===== src/rtl/uart_mmio_pkg.sv =====
// Shared definitions for the UART MMIO responder: register offsets, STATUS bit positions, TX FSM states.
// Latency: none, this file holds only constants, types and a pure function.
// Backpressure: not applicable.
package uart_mmio_pkg;

    // Register offsets from the window base address
    localparam logic [31:0] OFF_DATA   = 32'h0000_0000;
    localparam logic [31:0] OFF_IE     = 32'h0000_0001;
    localparam logic [31:0] OFF_STATUS = 32'h0000_0005;
    localparam logic [31:0] OFF_BAUD   = 32'h0000_0100;

    // STATUS register bit positions
    localparam int ST_RX_READY = 0;
    localparam int ST_OVERRUN  = 1;
    localparam int ST_TX_EMPTY = 5;
    localparam int ST_TX_BUSY  = 6;

    // Transmit handshake states
    typedef enum logic [1:0] {
        IDLE,
        HOLD,
        START,
        WAIT
    } tx_state_t;

    // Pack the individual status flags into the 32-bit STATUS word
    function automatic logic [31:0] status_word(input logic rx_ready,
                                                input logic overrun,
                                                input logic tx_empty,
                                                input logic tx_busy);
        logic [31:0] w;
        w              = '0;
        w[ST_RX_READY] = rx_ready;
        w[ST_OVERRUN]  = overrun;
        w[ST_TX_EMPTY] = tx_empty;
        w[ST_TX_BUSY]  = tx_busy;
        return w;
    endfunction

endpackage


===== src/rtl/uart_rx_fifo.sv =====
// Byte FIFO buffering received UART bytes until the core reads them.
// Latency: a pushed byte is visible at head the cycle after the push.
// Backpressure: none upstream; a push while full is dropped unless a pop happens in the same cycle.
module uart_rx_fifo #(
    parameter int DEPTH = 4
) (
    input  logic                     clk,
    input  logic                     rst,
    input  logic                     push,
    input  logic [7:0]               push_data,
    input  logic                     pop,
    output logic [7:0]               head,
    output logic                     empty,
    output logic                     full,
    output logic [$clog2(DEPTH):0]   count
);

    localparam int AW = $clog2(DEPTH);
    localparam logic [AW-1:0] PTR_ONE    = AW'(1);
    localparam logic [AW:0]   CNT_ONE    = (AW + 1)'(1);
    localparam logic [AW:0]   FULL_COUNT = (AW + 1)'(DEPTH);

    logic [7:0]    mem [DEPTH];
    logic [AW-1:0] wptr;
    logic [AW-1:0] rptr;
    logic          pop_ok;
    logic          push_ok;

    // A pop on an empty FIFO is ignored; a push on a full FIFO only lands if a pop frees the slot
    assign pop_ok  = pop & ~empty;
    assign push_ok = push & (~full | pop_ok);

    assign empty = (count == '0);
    assign full  = (count == FULL_COUNT);
    assign head  = mem[rptr];

    // Storage array, no reset needed since occupancy is tracked by count
    always_ff @(posedge clk) begin
        if (push_ok) begin
            mem[wptr] <= push_data;
        end
    end

    // Pointer and occupancy tracking; pointers wrap naturally because DEPTH is a power of two
    always_ff @(posedge clk or posedge rst) begin
        if (rst) begin
            wptr  <= '0;
            rptr  <= '0;
            count <= '0;
        end else begin
            if (push_ok) begin
                wptr <= wptr + PTR_ONE;
            end
            if (pop_ok) begin
                rptr <= rptr + PTR_ONE;
            end
            case ({push_ok, pop_ok})
                2'b10:   count <= count + CNT_ONE;
                2'b01:   count <= count - CNT_ONE;
                default: count <= count;
            endcase
        end
    end

endmodule


===== src/rtl/uart_mmio_responder.sv =====
// MMIO responder for the UART pair: DATA/STATUS/BAUD registers, RX byte FIFO, TX handshake FSM. Optional UART_IRQ_EN adds IE register and irq.
// Latency: load response one cycle after read_enable; tx_start two cycles after an accepted DATA write when the transmitter is idle.
// Backpressure: DATA writes while a byte is in flight are dropped; RX bytes arriving with the FIFO full are dropped and flagged as overrun.
module uart_mmio_responder
    import uart_mmio_pkg::*;
#(
    parameter logic [31:0] BASE_ADDR  = 32'h1001_0000,
    parameter int          RX_DEPTH   = 4,
    parameter logic [15:0] BAUD_RESET = 16'h0003
) (
    input  logic        clk,
    input  logic        rst,
    input  logic [31:0] address,
    input  logic [31:0] write_data,
    input  logic        write_enable,
    input  logic [3:0]  write_mask,
    input  logic        read_enable,
    output logic [31:0] read_data,
    output logic        read_valid,
    output logic [7:0]  tx_data,
    output logic        tx_start,
    input  logic        tx_busy,
    input  logic [7:0]  rx_data,
    input  logic        rx_valid,
    output logic [15:0] baud_max,
    output logic        hit
`ifdef UART_IRQ_EN
    ,
    output logic        irq
`endif
);

    logic        sel_data;
    logic        sel_status;
    logic        sel_baud;
    logic        sel_ie;
    logic        wr_req;
    logic        rd_req;
    logic [31:0] rd_mux;

    logic        rx_pop;
    logic [7:0]  rx_head;
    logic        rx_empty;
    logic        rx_full;
    logic [$clog2(RX_DEPTH):0] rx_count;
    logic        rx_ready;
    logic        overrun;
    logic        overrun_evt;

    tx_state_t   tx_state;
    logic        busy_seen;
    logic        tx_empty;

    logic        unused_bits;

    // Exact-address decode of the register window
    assign sel_data   = (address == BASE_ADDR + OFF_DATA);
    assign sel_status = (address == BASE_ADDR + OFF_STATUS);
    assign sel_baud   = (address == BASE_ADDR + OFF_BAUD);
`ifdef UART_IRQ_EN
    assign sel_ie     = (address == BASE_ADDR + OFF_IE);
`else
    assign sel_ie     = 1'b0;
`endif
    assign hit = sel_data | sel_status | sel_baud | sel_ie;

    // A store wins over a simultaneous load
    assign wr_req = write_enable & hit;
    assign rd_req = read_enable & hit & ~write_enable;

    assign rx_pop      = rd_req & sel_data & ~rx_empty;
    assign rx_ready    = (rx_count != '0);
    assign overrun_evt = rx_valid & rx_full & ~rx_pop;
    assign tx_empty    = (tx_state == IDLE);

    assign unused_bits = ^{write_data[31:16], write_mask[3:2]};

    uart_rx_fifo #(
        .DEPTH (RX_DEPTH)
    ) u_rx_fifo (
        .clk       (clk),
        .rst       (rst),
        .push      (rx_valid),
        .push_data (rx_data),
        .pop       (rx_pop),
        .head      (rx_head),
        .empty     (rx_empty),
        .full      (rx_full),
        .count     (rx_count)
    );

`ifdef UART_IRQ_EN
    logic [1:0] ie;

    // Interrupt enable register and registered interrupt line
    always_ff @(posedge clk or posedge rst) begin
        if (rst) begin
            ie  <= 2'b00;
            irq <= 1'b0;
        end else begin
            if (wr_req && sel_ie && write_mask[0]) begin
                ie <= write_data[1:0];
            end
            irq <= (ie[0] & rx_ready) | (ie[1] & tx_empty);
        end
    end
`endif

    // Load data mux; DATA on an empty FIFO reads as zero
    always_comb begin
        rd_mux = '0;
        if (sel_data) begin
            rd_mux = rx_empty ? 32'h0 : {24'h0, rx_head};
        end else if (sel_status) begin
            rd_mux = status_word(rx_ready, overrun, tx_empty, tx_busy);
        end else if (sel_baud) begin
            rd_mux = {16'h0, baud_max};
`ifdef UART_IRQ_EN
        end else if (sel_ie) begin
            rd_mux = {30'h0, ie};
`endif
        end
    end

    // Registered single-cycle load response, data forced to zero when not valid
    always_ff @(posedge clk or posedge rst) begin
        if (rst) begin
            read_valid <= 1'b0;
            read_data  <= '0;
        end else begin
            read_valid <= rd_req;
            read_data  <= rd_req ? rd_mux : 32'h0;
        end
    end

    // Sticky overrun flag: cleared by a STATUS read unless a new overrun lands the same cycle
    always_ff @(posedge clk or posedge rst) begin
        if (rst) begin
            overrun <= 1'b0;
        end else if (overrun_evt) begin
            overrun <= 1'b1;
        end else if (rd_req && sel_status) begin
            overrun <= 1'b0;
        end
    end

    // Baud divisor with byte-masked writes
    always_ff @(posedge clk or posedge rst) begin
        if (rst) begin
            baud_max <= BAUD_RESET;
        end else if (wr_req && sel_baud) begin
            if (write_mask[0]) begin
                baud_max[7:0] <= write_data[7:0];
            end
            if (write_mask[1]) begin
                baud_max[15:8] <= write_data[15:8];
            end
        end
    end

    // TX handshake: hold the byte until the transmitter is free, pulse tx_start, then wait for busy to rise and fall
    always_ff @(posedge clk or posedge rst) begin
        if (rst) begin
            tx_state  <= IDLE;
            tx_data   <= 8'h00;
            tx_start  <= 1'b0;
            busy_seen <= 1'b0;
        end else begin
            case (tx_state)
                IDLE: begin
                    tx_start <= 1'b0;
                    if (wr_req && sel_data && write_mask[0]) begin
                        tx_data  <= write_data[7:0];
                        tx_state <= HOLD;
                    end
                end
                HOLD: begin
                    if (!tx_busy) begin
                        tx_start <= 1'b1;
                        tx_state <= START;
                    end
                end
                START: begin
                    tx_start  <= 1'b0;
                    busy_seen <= 1'b0;
                    tx_state  <= WAIT;
                end
                WAIT: begin
                    if (tx_busy) begin
                        busy_seen <= 1'b1;
                    end else if (busy_seen) begin
                        tx_state <= IDLE;
                    end
                end
                default: begin
                    tx_start <= 1'b0;
                    tx_state <= IDLE;
                end
            endcase
        end
    end

endmodule

===== config.mk =====
export PLATFORM = sky130hd
export DESIGN_NAME = uart_mmio_responder
export DESIGN_NICKNAME = d
export VERILOG_FILES = /design/src/rtl/uart_mmio_pkg.sv /design/src/rtl/uart_rx_fifo.sv /design/src/rtl/uart_mmio_responder.sv
export SDC_FILE = /design/constraint.sdc
export NUM_CORES = 1
export LEC_CHECK = 0
export CAP_MARGIN = 20
export CORE_MARGIN = 5
export CORE_UTILIZATION = 45
export DETAILED_ROUTE_END_ITERATION = 6
export GPL_TIMING_DRIVEN = 0
export MAX_ROUTING_LAYER = met4
export PLACE_DENSITY = 0.8
export SYNTH_ARGS = -nofsm -noshare
export SYNTH_HDL_FRONTEND = slang
export SYNTH_SLANG_ARGS = --single-unit

===== constraint.sdc =====
create_clock -name clk -period 2.65 [get_ports clk]
set_clock_uncertainty 0.2 [all_clocks]
set_input_delay 0.53 -clock clk [delete_from_list [all_inputs] [get_ports clk]]
set_output_delay 0.53 -clock clk [all_outputs]
set_load 0.03 [all_outputs]

# Yosys cells after proc, flatten, opt, wreduce, memory -nomap -nowiden
# Memories as Yosys holds them, arrays and structs flattened.
# Cells that the tools add are included.
# totals
in_bits	82
output_inout_bits	59
wordCells	84
mem_count	1
rom_bits	0
latchBits	0
mem_bits_rw	32
reg_bits	69
# classes
n_reduce_logical	18
n_shift	0
n_eq_ne	14
magnitude_cmp	0
multipliers	0
n_mux	19
addsub	4
div	0
bitwise	16
# memory_table
memory	words	word_bits	read_ports	rd_clocked_by_memory_dff	wr	line	source
u_rx_fifo.mem	4	8	1	0	1	uart_rx_fifo.sv:23	logic [7:0] mem [DEPTH];
# op_table
op	n
32-bit by 29-bit == test with 1-bit output (second input constant)	3
32-bit 2-to-1 mux	2
16-bit 2-to-1 mux	2
2-bit AND reduction	5
1-bit bitwise AND	9
2-bit 2-to-1 mux	4
8-bit 2-to-1 mux	1
2-bit != test (second input constant)	4
2-bit case mux with 4 select lines	1
2-bit nonzero test	4
2-bit == test (second input constant)	3
1-bit 2-to-1 mux	6
3-bit case mux with 2 select lines	1
2-bit by 1-bit adder with 2-bit output (second input constant)	2
2-bit by 1-bit == test with 1-bit output (second input constant)	2
1-bit logical AND	4
1-bit inverter	4
1-bit case mux with 2 select lines	2
4-bit AND reduction	1
3-bit by 1-bit adder with 3-bit output (second input constant)	1
3-bit == test (second input constant)	1
3-bit zero test	1
1-bit bitwise OR	3
3-bit nonzero test	1
4 further kinds	4

# Depth between registers and ports, before layout
# depth
depth_word	12
mapped_depth	10
depth_no_buf	9

# Modules after synthesis
# Synthesis repeated with hierarchy kept, for this count alone.
# hier_totals
cells_unflattened	273
area_unflattened_um2	3931.3
# modules_own_cells
module	area_per_inst_um2	cells_each	instances
uart_mmio_responder	2248.4	174	1
uart_rx_fifo	1682.9	99	1

# Least setup slack after synthesis
# No wires, ideal clock.
# synth_path
path_type	input port to flip-flop
from	input port address[20]
to	register u_rx_fifo.count[2]
stages	10
setup_slack_ps	16
t_arrival_ps	2363
setup_time_ps	71
n_path_buf	1
t_required_ps	2379
cell_sequence	nor4_1 nand4_1 buf_6 nor2_1 nand4_1 fa_1 nor2b_1 nor4b_1 a211o_1 nand4_1
# synth_between
elab_chain_len	12
# synth_lines
element	line	source
start, declared	uart_mmio_responder.sv:13	input logic [31:0] address,
32-bit by 29-bit == test with 1-bit output (on tied branches)	uart_mmio_responder.sv:57, uart_mmio_responder.sv:58	
1-bit bitwise OR (2 in series)	uart_mmio_responder.sv:65	assign hit = sel_data | sel_status | sel_baud | sel_ie;
1-bit bitwise AND (2 in series)	uart_mmio_responder.sv:69	assign rd_req = read_enable & hit & ~write_enable;
1-bit bitwise AND (*) (2 in series)	uart_mmio_responder.sv:71	assign rx_pop = rd_req & sel_data & ~rx_empty;
1-bit bitwise AND (*)	uart_rx_fifo.sv:30	assign pop_ok = pop & ~empty;
1-bit bitwise OR	uart_rx_fifo.sv:31	assign push_ok = push & (~full | pop_ok);
1-bit bitwise AND	uart_rx_fifo.sv:31	
2-bit by 1-bit == test with 1-bit output or 2-bit == test (tied branches)	uart_rx_fifo.sv:57	case ({push_ok, pop_ok})
3-bit case mux with 2 select lines or 2-bit nonzero test (tied branches)	-	
end signal, assigned	uart_rx_fifo.sv:58	2'b10: count <= count + CNT_ONE;
end signal, assigned	uart_rx_fifo.sv:59	2'b01: count <= count - CNT_ONE;
end signal, assigned	uart_rx_fifo.sv:60	default: count <= count;
end, declared	uart_rx_fifo.sv:15	output logic [$clog2(DEPTH):0] count
# Mark *: on every way between the ends. The rest lies on a longest branch, timed or not.
# A chain may end at the register's enable or synchronous reset.

# Worst setup path after layout
# layout_path
from	input port address[8]
to	register u_rx_fifo.count[2]
# The elaborated chain is that of the path after synthesis.

==> results.sh <==
export IMPL_ys_warn_count=0
export IMPL_grt_max_degree=40
export IMPL_worstPathRequired_ns=2.74
export IMPL_arrival_ns=2.75
export IMPL_ioPinCount=141
export IMPL_p_per_area_mw_per_mm2=623
export IMPL_avgSynthCellArea_um2=13.8
export IMPL_slew_viol_final=0
export IMPL_maxCapViolCount=0
export IMPL_start_util_pct=45.7
export IMPL_cts_hold_buffers_added=0
export IMPL_cts_sinks=85
export IMPL_antenna_found_initial=0
export IMPL_yosysTopAreaCell="dfrtp_1"
export IMPL_min_path_type="input port to asynchronous set/reset pin"
export IMPL_clock_path_buffers=2
export IMPL_firstDrtPassIters=4
export IMPL_grt_met1_usage_pct=20.8
export IMPL_cts_tree="yes"
export IMPL_place_gp_congestion=0.826
export IMPL_drive_gt1_share_pct=27.8
export IMPL_syn_cell_area_mm2=0.00394
export IMPL_synth_top_area_share_pct=32.4
export IMPL_fin_cells=544
export IMPL_synth_most_common_cell="dfrtp_1"
export IMPL_ant_nets=0
export IMPL_synth_edff_count=32
export IMPL_grt_util_met3_pct=5.16
export IMPL_cts_root_buf="clkbuf_8"
export IMPL_setup_viol=1
export IMPL_slew_headroom_pct=54.6
export IMPL_num_vias=2828
export IMPL_fmax_mhz=376
export IMPL_yosys_top_cells_count="dfrtp_1, edfxtp_1, mux2_2"
export IMPL_timing_final_ws_setup_ns=-0.00845
export IMPL_p_leak_nw=2.48
export IMPL_h_tree_depth=3
export IMPL_grt_busiest_layer="met2"
export IMPL_drc=0
export IMPL_clk_latency_ns=0.35
export IMPL_critPathTopFamily="simple AND/OR/NAND/NOR gates"
export IMPL_final_nets=523
export IMPL_status="finished, violations left"
export IMPL_synth_seq_cells=85
export IMPL_synthTopCellsByArea="dfrtp_1, edfxtp_1, mux2_2"
export IMPL_track_usage_pct=18.6
export IMPL_rows=34
export IMPL_worst_slew_pin_slew_ns=0.675
export IMPL_preCtsSetupSlack_ns=-0.795
export IMPL_cp_common_cell="nand4_1"
export IMPL_die_h_um=104
export IMPL_post_route_util_pct=65.4
export IMPL_grt_pass1_wl_mm=15.6
export IMPL_core_mm2=0.00864
export IMPL_post_route_period_util_pct=100
export IMPL_grt_pass1_vias=3049
export IMPL_critPathMaxStageDelay_ns=0.43
export IMPL_critPathMaxFanout=10
export IMPL_peakVddDrop_v=0.000489
export IMPL_met2_usage_pct=32.1
export IMPL_cp_buffers_inverters=2
export IMPL_cts_buffers=9
export IMPL_n_antenna_cell=0
export IMPL_overflow=0
export IMPL_syn_inst=286
export IMPL_drt_iter0_markers=121
export IMPL_synthFlopType="dfrtp_1"
export IMPL_dieArea_mm2=0.0107
export IMPL_worst_setup_path_start_kind="input port"
export IMPL_hpwl_mm=7.17
export IMPL_synthArstFlopShare_pct=62.4
export IMPL_violations="setup timing"
export IMPL_clk_pin_slew_worst_paths_ns=0.09
export IMPL_path_class="input port to register"
export IMPL_path_cells="clkdlybuf4s50_1 > clkbuf_2 > nor3_2 > nand4_1 > fa_2 > nor2b_4 > nor4b_4 > a211o_1 > nand4_1"
export IMPL_worstSetupEndpointType="register"
export IMPL_syn_to_final_growth_pct=43.2
export IMPL_ys_types=51
export IMPL_drt_total_wl_mm=9.72
export IMPL_viasPerCell=5.20
export IMPL_fin_crit_ns=2.66
export IMPL_placedCellCount=516
export IMPL_seq_area_frac_synth_pct=58.1
export IMPL_hold_viol_final=0
export IMPL_wl_per_cell_um=17.9
export IMPL_crit_path_top_delay_cell="clkdlybuf4s50_1"
export IMPL_io_buffers=106
export IMPL_fp_dieW_um=104
## repair_timing
| item | CTS | global route |
|---|---|---|
| buffers inserted | 10 | 3 |
| pin swaps | 12 | 11 |
| gates resized for setup | 43 | 17 |
| setup endpoints to repair | 44 | 54 |
| endpoints found under the hold margin | 0 | 0 |
## power breakdown
| group | total, W | internal [W] | switching (W) |
|---|---|---|---|
| Sequential | 0.00163 | 0.00154 | 0.0000939 |
| Combinational | 0.000794 | 0.000349 | 0.000446 |
| Clock | 0.00110 | 0.000631 | 0.000465 |
| Total | 0.00352 | 0.00252 | 0.00100 |
## sequential cells by signal, indices dropped and copies added (netlist names)
name             count
tx_state             2
tx_data              8
baud_max            16
busy_seen            1
read_valid           1
u_rx_fifo.wptr       2
u_rx_fifo.rptr       2
read_data           16
u_rx_fifo.count      3
overrun              1
u_rx_fifo.mem       32
tx_start             1
## cell usage in the layout, fill, tap and decap left out, drive strengths merged, types with 9 or more instances in the layout
cell type	Yosys	final
and3	14	14
buf	20	34
clkbuf	8	17
clkdlybuf4s50	0	80
conb	1	16
dfrtp	51	51
dlygate4sd2	0	15
edfxtp	32	32
ha	9	9
inv	11	13
mux2	26	26
nor2	19	19
## worst reg2reg max path: stages, from the launching register on
cell      delay [ns]
dfrtp_1         0.37
clkbuf_1        0.18
nor3_1          0.60
nor2_1          0.08
nand4_1         0.15
fa_2            0.46
nor2_1          0.11
o22ai_1         0.08
a221oi_1        0.21
## layer usage
metal  vias up  share of wire, %
met5         -                 0
met4         0               2.1
met3        20               5.9
met2       106                54
met1      1385                38
li1       1317                 -
## layout make-up
cell class / instances / area [um^2]
plain buffers: 27 / 180
clock buffers: 9 / 124
clock inverters: 7 / 121
fillers: 636 / 2990
inverters: 11 / 41.3
multi-input cells: 177 / 1580
flip-flops and latches: 85 / 2290
well taps: 108 / 135
repair buffers: 120 / 1180
## per-stage QoR
step	area [um^2]	total power, W	hold WS (ns)	TNS (ns)
floorplan	4000	0.00214	0.266	0
finish	5650	0.00352	0.258	-0.00845
global placement	5200	0.00236	0.289	-42.81
detailed placement	5220	0.00242	0.298	-29.17
global route	5650	0.00370	0.285	-0.00480
CTS	5580	0.00354	0.256	0
## logic make-up (layout without fill, tap and decap cells)
kind of cell | after synthesis | in the layout | share of synthesized area, %
xor gates and xnor gates | 5 | 5 | 1.11
and+or+nand+nor | 78 | 78 | 13.7
adders and majority gates | 10 | 10 | 3.36
DFF | 85 | 85 | 58.1
muxes | 34 | 34 | 12.0
buffers and inverters | 39 | 174 | 5.52
other | 1 | 16 | 0.0951
AOI/OAI and AO/OA | 34 | 34 | 6.12
## final timing paths
kind	start	endpoint	slack, ns	cells after the start
min	rst	read_data[12]$_DFF_PP0_	0.26	2
max	address[8]	u_rx_fifo.count[2]$_DFFE_PP0P_	-0.008	9
max reg2reg	u_rx_fifo.count[1]$_DFFE_PP0P_	u_rx_fifo.count[1]$_DFFE_PP0P_	0.12	8
min in group clk	tx_data[1]$_DFFE_PP0P_	tx_data[1]$_DFFE_PP0P_	0.31	1
max in group asynchronous	rst	baud_max[0]$_DFFE_PP1P_	1.40	3
min reg2reg	tx_data[1]$_DFFE_PP0P_	tx_data[1]$_DFFE_PP0P_	0.31	1
No activity file was read; power rests on OpenSTA's default activity.
